## src/rtl/vip_morph_pkg.sv

```systemverilog
// Shared types and constants for the binary 3x3 morphology engine:
// mode encodings, frame FSM states, stage-1 record and the per-window result function.
package vip_morph_pkg;

    localparam int CNT_W_DEF = 12;

    localparam logic [1:0] MODE_BYPASS = 2'b00;
    localparam logic [1:0] MODE_ERODE  = 2'b01;
    localparam logic [1:0] MODE_DILATE = 2'b10;
    localparam logic [1:0] MODE_EDGE   = 2'b11;

    typedef enum logic {
        FRM_IDLE   = 1'b0,
        FRM_ACTIVE = 1'b1
    } frm_state_e;

    // Row reductions are kept per row so stage 2 only needs a 3-input AND/OR.
    typedef struct packed {
        logic [2:0] row_and;
        logic [2:0] row_or;
        logic       centre;
        logic       border;
    } stage1_t;

    function automatic logic morph_pixel(input logic [1:0] mode, input stage1_t s1);
        logic ero;
        logic dil;
        logic res;
        ero = &s1.row_and;
        dil = |s1.row_or;
        case (mode)
            MODE_BYPASS: res = s1.centre;
            MODE_ERODE:  res = ero;
            MODE_DILATE: res = dil;
            MODE_EDGE:   res = dil & ~ero;
            default:     res = s1.centre;
        endcase
        morph_pixel = res;
    endfunction

endpackage

```

## src/rtl/vip_frame_pos_cnt.sv

```systemverilog
// Row/column position tracker for the morphology engine; flags pixels on the image border.
// Only instantiated when VIP_MORPH_BORDER_MASK_EN is defined.
module vip_frame_pos_cnt
    import vip_morph_pkg::*;
#(
    parameter int IMG_H_DISP = 640,
    parameter int IMG_V_DISP = 480,
    parameter int CNT_W      = CNT_W_DEF
) (
    input  logic clk_i,
    input  logic rst_n_i,
    input  logic href_i,
    input  logic href_prev_i,
    input  logic clken_i,
    input  logic vsync_rise_i,
    output logic border_o
);

    localparam logic [CNT_W-1:0] CNT_ZERO = {CNT_W{1'b0}};
    localparam logic [CNT_W-1:0] CNT_ONE  = {{(CNT_W-1){1'b0}}, 1'b1};
    localparam logic [CNT_W-1:0] CNT_MAX  = {CNT_W{1'b1}};
    localparam logic [CNT_W-1:0] H_LAST   = CNT_W'(IMG_H_DISP - 1);
    localparam logic [CNT_W-1:0] V_LAST   = CNT_W'(IMG_V_DISP - 1);

    logic [CNT_W-1:0] col_q;
    logic [CNT_W-1:0] col_d;
    logic [CNT_W-1:0] row_q;
    logic [CNT_W-1:0] row_d;
    logic [CNT_W-1:0] col_pos_s;
    logic [CNT_W-1:0] row_pos_s;

    // A vsync edge clears the position before the coincident pixel is classified.
    always_comb begin
        col_pos_s = vsync_rise_i ? CNT_ZERO : col_q;
        row_pos_s = vsync_rise_i ? CNT_ZERO : row_q;
        border_o  = (col_pos_s == CNT_ZERO) || (col_pos_s >= H_LAST) ||
                    (row_pos_s == CNT_ZERO) || (row_pos_s >= V_LAST);

        if (!href_i) begin
            col_d = CNT_ZERO;
        end else if (clken_i && (col_pos_s != CNT_MAX)) begin
            col_d = col_pos_s + CNT_ONE;
        end else begin
            col_d = col_pos_s;
        end

        if (vsync_rise_i) begin
            row_d = CNT_ZERO;
        end else if (href_prev_i && !href_i && (row_q != CNT_MAX)) begin
            row_d = row_q + CNT_ONE;
        end else begin
            row_d = row_q;
        end
    end

    // Position counter registers.
    always_ff @(posedge clk_i or negedge rst_n_i) begin
        if (!rst_n_i) begin
            col_q <= CNT_ZERO;
            row_q <= CNT_ZERO;
        end else begin
            col_q <= col_d;
            row_q <= row_d;
        end
    end

endmodule

```

## src/rtl/vip_bin_morph_3x3.sv

```systemverilog
// Binary 3x3 morphology engine (bypass / erode / dilate / edge), 2-clock latency, mode latched per frame.
// Border masking is compiled in with VIP_MORPH_BORDER_MASK_EN.
module vip_bin_morph_3x3
    import vip_morph_pkg::*;
#(
    parameter int   IMG_H_DISP = 640,
    parameter int   IMG_V_DISP = 480,
    parameter int   CNT_W      = CNT_W_DEF,
    parameter logic BORDER_VAL = 1'b0
) (
    input  logic       clk,
    input  logic       rst_n,
    input  logic [1:0] mode,
    input  logic       matrix_frame_vsync,
    input  logic       matrix_frame_href,
    input  logic       matrix_frame_clken,
    input  logic       matrix_p11,
    input  logic       matrix_p12,
    input  logic       matrix_p13,
    input  logic       matrix_p21,
    input  logic       matrix_p22,
    input  logic       matrix_p23,
    input  logic       matrix_p31,
    input  logic       matrix_p32,
    input  logic       matrix_p33,
    output logic       post_frame_vsync,
    output logic       post_frame_href,
    output logic       post_frame_clken,
    output logic       post_img_bit
);

    if ((CNT_W < 2) || (IMG_H_DISP < 3) || (IMG_V_DISP < 3) ||
        (IMG_H_DISP >= (1 << CNT_W)) || (IMG_V_DISP >= (1 << CNT_W))) begin : g_cfg_err
        $error("vip_bin_morph_3x3: CNT_W too narrow for image size");
    end

    logic       vsync_d0_q;
    logic       vsync_d1_q;
    logic       href_d0_q;
    logic       href_d1_q;
    logic       clken_d0_q;
    logic       clken_d1_q;
    logic       vsync_rise_s;
    logic       border_s;
    frm_state_e state_q;
    frm_state_e state_d;
    logic [1:0] mode_q;
    logic [1:0] mode_d;
    logic [1:0] mode_eff_s;
    stage1_t    s1_q;
    stage1_t    s1_d;
    logic       bit_q;
    logic       bit_d;

    // Edge is taken against the pixel it arrives with, so that pixel belongs to the new frame.
    assign vsync_rise_s = matrix_frame_vsync & ~vsync_d0_q;

`ifdef VIP_MORPH_BORDER_MASK_EN
    vip_frame_pos_cnt #(
        .IMG_H_DISP (IMG_H_DISP),
        .IMG_V_DISP (IMG_V_DISP),
        .CNT_W      (CNT_W)
    ) u_pos_cnt (
        .clk_i        (clk),
        .rst_n_i      (rst_n),
        .href_i       (matrix_frame_href),
        .href_prev_i  (href_d0_q),
        .clken_i      (matrix_frame_clken),
        .vsync_rise_i (vsync_rise_s),
        .border_o     (border_s)
    );
`else
    assign border_s = 1'b0;
`endif

    // Sync shift registers: two stages to match the data path.
    always_ff @(posedge clk or negedge rst_n) begin
        if (!rst_n) begin
            vsync_d0_q <= 1'b0;
            vsync_d1_q <= 1'b0;
            href_d0_q  <= 1'b0;
            href_d1_q  <= 1'b0;
            clken_d0_q <= 1'b0;
            clken_d1_q <= 1'b0;
        end else begin
            vsync_d0_q <= matrix_frame_vsync;
            vsync_d1_q <= vsync_d0_q;
            href_d0_q  <= matrix_frame_href;
            href_d1_q  <= href_d0_q;
            clken_d0_q <= matrix_frame_clken;
            clken_d1_q <= clken_d0_q;
        end
    end

    // Frame FSM next state and per-frame mode capture.
    always_comb begin
        state_d = state_q;
        mode_d  = mode_q;
        if (vsync_rise_s) begin
            state_d = FRM_ACTIVE;
            mode_d  = mode;
        end else begin
            state_d = state_q;
            mode_d  = mode_q;
        end
        case (state_q)
            FRM_IDLE:   mode_eff_s = MODE_BYPASS;
            FRM_ACTIVE: mode_eff_s = mode_q;
            default:    mode_eff_s = MODE_BYPASS;
        endcase
    end

    // Frame FSM and mode registers.
    always_ff @(posedge clk or negedge rst_n) begin
        if (!rst_n) begin
            state_q <= FRM_IDLE;
            mode_q  <= MODE_BYPASS;
        end else begin
            state_q <= state_d;
            mode_q  <= mode_d;
        end
    end

    // Stage 1 row reductions; stage 2 combine, border override and hold/clear.
    always_comb begin
        s1_d = s1_q;
        if (!matrix_frame_href) begin
            s1_d = '0;
        end else if (matrix_frame_clken) begin
            s1_d.row_and = {matrix_p11 & matrix_p12 & matrix_p13,
                            matrix_p21 & matrix_p22 & matrix_p23,
                            matrix_p31 & matrix_p32 & matrix_p33};
            s1_d.row_or  = {matrix_p11 | matrix_p12 | matrix_p13,
                            matrix_p21 | matrix_p22 | matrix_p23,
                            matrix_p31 | matrix_p32 | matrix_p33};
            s1_d.centre  = matrix_p22;
            s1_d.border  = border_s;
        end else begin
            s1_d = s1_q;
        end

        bit_d = bit_q;
        if (!href_d0_q) begin
            bit_d = 1'b0;
        end else if (clken_d0_q) begin
            bit_d = s1_q.border ? BORDER_VAL : morph_pixel(mode_eff_s, s1_q);
        end else begin
            bit_d = bit_q;
        end
    end

    // Pipeline stage registers.
    always_ff @(posedge clk or negedge rst_n) begin
        if (!rst_n) begin
            s1_q  <= '0;
            bit_q <= 1'b0;
        end else begin
            s1_q  <= s1_d;
            bit_q <= bit_d;
        end
    end

    assign post_frame_vsync = vsync_d1_q;
    assign post_frame_href  = href_d1_q;
    assign post_frame_clken = clken_d1_q;
    assign post_img_bit     = bit_q;

endmodule

```

## config.mk

```make
export PLATFORM = sky130hd
export DESIGN_NAME = vip_bin_morph_3x3
export DESIGN_NICKNAME = d
export VERILOG_FILES = /design/src/rtl/vip_morph_pkg.sv /design/src/rtl/vip_frame_pos_cnt.sv /design/src/rtl/vip_bin_morph_3x3.sv
export SDC_FILE = /design/constraint.sdc
export NUM_CORES = 1
export LEC_CHECK = 0
export ABC_AREA = 1
export BUFFER_PORTS_ARGS = -buffer_cell sky130_fd_sc_hd__clkbuf_2
export CAP_MARGIN = 20
export CORE_MARGIN = 2
export CORE_UTILIZATION = 35
export CTS_CLUSTER_SIZE = 20
export DETAILED_ROUTE_END_ITERATION = 6
export GPL_TIMING_DRIVEN = 0
export PLACE_DENSITY = 0.63
export SYNTH_ARGS = -nofsm -noshare
export SYNTH_HDL_FRONTEND = slang
export SYNTH_SLANG_ARGS = --single-unit
```

## constraint.sdc

```tcl
create_clock -name clk -period 2.69 [get_ports clk]
set_input_delay 0.269 -clock clk [delete_from_list [all_inputs] [get_ports clk]]
set_output_delay 0.269 -clock clk [all_outputs]
set_load 0.02 [all_outputs]
```

### Yosys cells after proc, flatten, opt, wreduce, memory -nomap -nowiden

Index checks and enable logic that the tools add are counted.

* bits in registers: 18
* input bits: 16
* output and inout bits: 4
* word-level logic and storage cells: 45

* equality and inequality tests: 5
* mux-type cells: 7
* bitwise operators: 17
* reduce and logical (&&, ||, !) cells: 3

Operators by type and width (count)
* $mux W8: 2
* $and A1 B1 Y1: 8
* $or A1 B1 Y1: 6
* $eq A2 B2 Y1 const B: 2
* $ne A2 B1 Y1 const B: 2
* $pmux W1 S4: 1
* $pmux W2 S2: 1
* $mux W1: 3
* $not A1 Y1: 3
* $reduce_and A3 Y1: 1
* $reduce_or A3 Y1: 1
* $eq A2 B1 Y1 const B: 1
* $logic_not A2 Y1: 1

### Longest topological paths before layout

* depth after elaboration: 7
* depth in mapped cells: 5
* gate-level depth less buffers: 5

### Least setup slack after synthesis

Ideal clock, no wire load.

* path type: register -> register
* start point: register vsync_d0_q
* end point: register mode_q[0]
* library setup time: 0.125 ns
* arrival time: 0.773 ns
* data required time: 2.565 ns
* path slack: 1.792 ns
* stages on the path, launching flop included: 4
* buffers on the path: 0
* clock period less this slack: 0.898 ns
* cells stage by stage: dfrtp_1 -> inv_1 -> nand2_1 -> mux2_2

* cells in the longest elaborated chain, start to end: 2

RTL lines
* start, declared: RTL line vip_bin_morph_3x3.sv:37 `logic vsync_d0_q;`
* start signal, assigned: RTL line vip_bin_morph_3x3.sv:86 `vsync_d0_q <= matrix_frame_vsync;`
* $not A1 Y1: RTL line vip_bin_morph_3x3.sv:56 `assign vsync_rise_s = matrix_frame_vsync & ~vsync_d0_q;`
* $and A1 B1 Y1: RTL line vip_bin_morph_3x3.sv:56
* end signal, assigned: RTL line vip_bin_morph_3x3.sv:120 `mode_q <= mode_d;`
* end, declared: RTL line vip_bin_morph_3x3.sv:47 `logic [1:0] mode_q;`

Every way passes these cells.
A chain may end at the register's enable or synchronous reset.

### Final worst setup path

* start point: register bit_q (netlist: post_img_bit)
* end point: output port post_img_bit

RTL lines
* start, declared: RTL line vip_bin_morph_3x3.sv:52 `logic bit_q;`
* start signal, assigned: RTL line vip_bin_morph_3x3.sv:159 `bit_q <= bit_d;`
* end, declared: RTL line vip_bin_morph_3x3.sv:29 `output logic post_img_bit`

No word-level cell between the ends.

==> flow_summary.ini <==
[cells_and_area]
drive_gt1_share_pct = 28.1
antenna_cells = 0
fin_nets = 106
area_delta_synth_final_pct = 24.8

[routing]
finalWirelength_um = 1170
avgRoutedWirePerCell_um = 10.2
drt_pre_antenna_iters = 4
via_count = 532
viasPerCell = 4.67
drc = 0
ant_nets = 0
first_iter_violations = 8

[cts]
clockRootBuffer = clkbuf_4
clockBufferDepth = 2
numCtsBuffers = 3
cts_tree = built
clk_pin_slew_worst_paths_ps = 90
ctsHtreeMaxLevel = 1
clock_latency_ps = 280
cts.sinks = 17

[grt]
antenna_found_initial = 0
grt_max_degree = 18
grt_pass1_vias = 452
grt_usage_pct = 11.9
grt_pass1_wl_um = 1840
grt-ovfl-total = 0

[synth]
yosys.area.top_type = dfrtp_1
ys_warn_count = 0
netlist.area_leader.share_pct = 64.9
syn_nets = 81
syn_area_um2 = 656
synth_edf_count = 0
ys.flop_type = dfrtp_1
yosysMostFrequentCell = dfrtp_1
synth-seq-cells = 17
async_flop_share_pct = 100
ys_seq_area_share_pct = 64.9
synthCells = 65
synth_cell_type_count = 12
synth_common_cells = dfrtp_1, nand3_1, inv_1, nand2_1, o21ai_0
synth_area_leaders = dfrtp_1, nand3_1, inv_1
avgSynthCellArea_um2 = 10.1

[critical_path]
endpoint_kind = output pin
slowest_delay_ps = 380
critPathKind = flop to output pin
crit_buf_inv = 1
required_ps = 2420
cp.arrival_ps = 820
crit_chain = clkbuf_2
crit_slowest_cell = dfrtp_1
critPathLaunchType = flop
cp_top_family = flip-flops
path_max_fanout = 2

[pwr]
power.static_leakage_nw = 0.424
power_density_nw_per_um2 = 569
switching_share_pct = 24.6
p_seq_share_pct = 59.8
max-vdd-ir-drop_v = 0.000285
p_switching_w = 0.000115
p_comb_share_pct = 11.9
p_int_w = 0.000351
clkPwrFrac_pct = 28.2

[timing]
fin_skew_ps = 1.50
slew_viol_final = 0
period_needed_ps = 1090
max_slew_margin_pct = 73.4
finalSetupTns_ps = 0
post-route-period-util_pct = 40.4
worst_slew_pin_slew_ps = 399
final_hold_viol_count = 0
max_freq_mhz = 921
timing.final.ws_setup_ps = 1600
setup_violations = 0
rsz0062_at_grt = no

[placed_design]
hpwl_um = 901
dp_slack_ps = 1720
gp_congestion = 0.794
io_buffers = 19

[job]
drv_cap = 0

[die]
start_util_pct = 37.6
die_w_um = 47.3
floorplan.rows = 15
core_area_um2 = 1750
die-height_um = 47.3
pin_count = 20
die-area_um2 = 2240

[min_path]
hp-class = input pin to flop

[outcome]
outcome = completed
-- final timing paths --
kind                                           from                         to  slack [ps]  cells after the start
setup reg to reg               vsync_d0_q$_DFF_PN0_      mode_q[0]$_DFFE_PN0P_        1730                      3
hold / removal                   matrix_frame_vsync       vsync_d0_q$_DFF_PN0_         110                      1
setup / recovery           post_img_bit$_DFFE_PN0P_               post_img_bit        1600                      1
hold reg to reg                 href_d0_q$_DFF_PN0_  post_frame_href$_DFF_PN0_         380                      0
min in group asynchronous                     rst_n   post_img_bit$_DFFE_PN0P_         430                      2
max in group asynchronous                     rst_n        s1_q[5]$_DFFE_PN0P_        1980                      2
-- state kept, by name (all words and copies together), names as in the netlist --
| signal | count |
|---|---|
| clken_d0_q | 1 |
| href_d0_q | 1 |
| mode_q | 2 |
| post_frame_clken | 1 |
| post_frame_href | 1 |
| post_frame_vsync | 1 |
| post_img_bit | 1 |
| s1_q | 7 |
| state_q | 1 |
| vsync_d0_q | 1 |
-- metrics by stage --
step	util, %	area, um2	hold slack (ps)	power (W)	std cells
2_1_floorplan	-	656	-26.6	0.000309	65
3_3_place_gp	44.8	782	214	0.000336	109
3_5_place_dp	44.8	782	221	0.000339	109
4_1_cts	46.9	818	101	0.000470	114
5_1_grt	46.9	818	87.4	0.000494	114
6_report	46.9	818	112	0.000465	114
-- kinds of logic after synthesis --
family                 share of synthesized area, %
AOI/OAI and AO/OA                              9.92
buffers and inverters                          5.15
DFF                                            64.9
muxes                                          1.72
and+or+nand+nor                                18.3
-- layer usage --
layer	up-vias	part of all wire, %	track usage, %
met5	-	0	0
met4	0	0.69	6.67
met3	2	5.1	3.46
met2	16	48	16.2
met1	247	46	16.8
li1	267	-	-
-- timing repair --
action	in CTS	in global routing
gates resized for setup	0	0
hold buffers	1	0
setup buffers	0	0
endpoints found under the hold margin	17	0
-- cells in the final DEF (no fill, tap or decap) --
master and n:
mux2_2 1, nor3_1 3, inv_1 9, o21ai_0 5, clkbuf_2 19, nand3_1 10, clkbuf_4 3, clkbuf_1 1
nand2_2 1, o22ai_1 2, dfrtp_1 17, nand2_1 9, a21oi_1 3, dlygate4sd3_1 1, o31ai_2 1, nor2_1 4
-- final cells by class --
cell class | count | area, um2
flip-flops and latches | 17 | 425
well taps | 25 | 31.3
fillers | 172 | 927
multi-input cells | 39 | 196
clock buffers | 4 | 26.3
inverters | 9 | 33.8
repair buffers | 20 | 105
-- power groups by stage --
stage	Sequential [W]	Combinational [W]	Clock, W
final	0.000278	0.0000555	0.000131
after global routing	0.000280	0.0000638	0.000150
after CTS	0.000279	0.0000563	0.000136
after detailed placement	0.000284	0.0000551	0
after global placement	0.000283	0.0000536	0
after floorplan	0.000286	0.0000233	0
-- worst register-to-register path: cells and delay by family (launching register included) --
family,cells,cell delay [ps]
muxes,1,350
and+or+nand+nor,1,120
DFF,1,350
buffers and inverters,1,40
(Power assumes the default switching activity.)
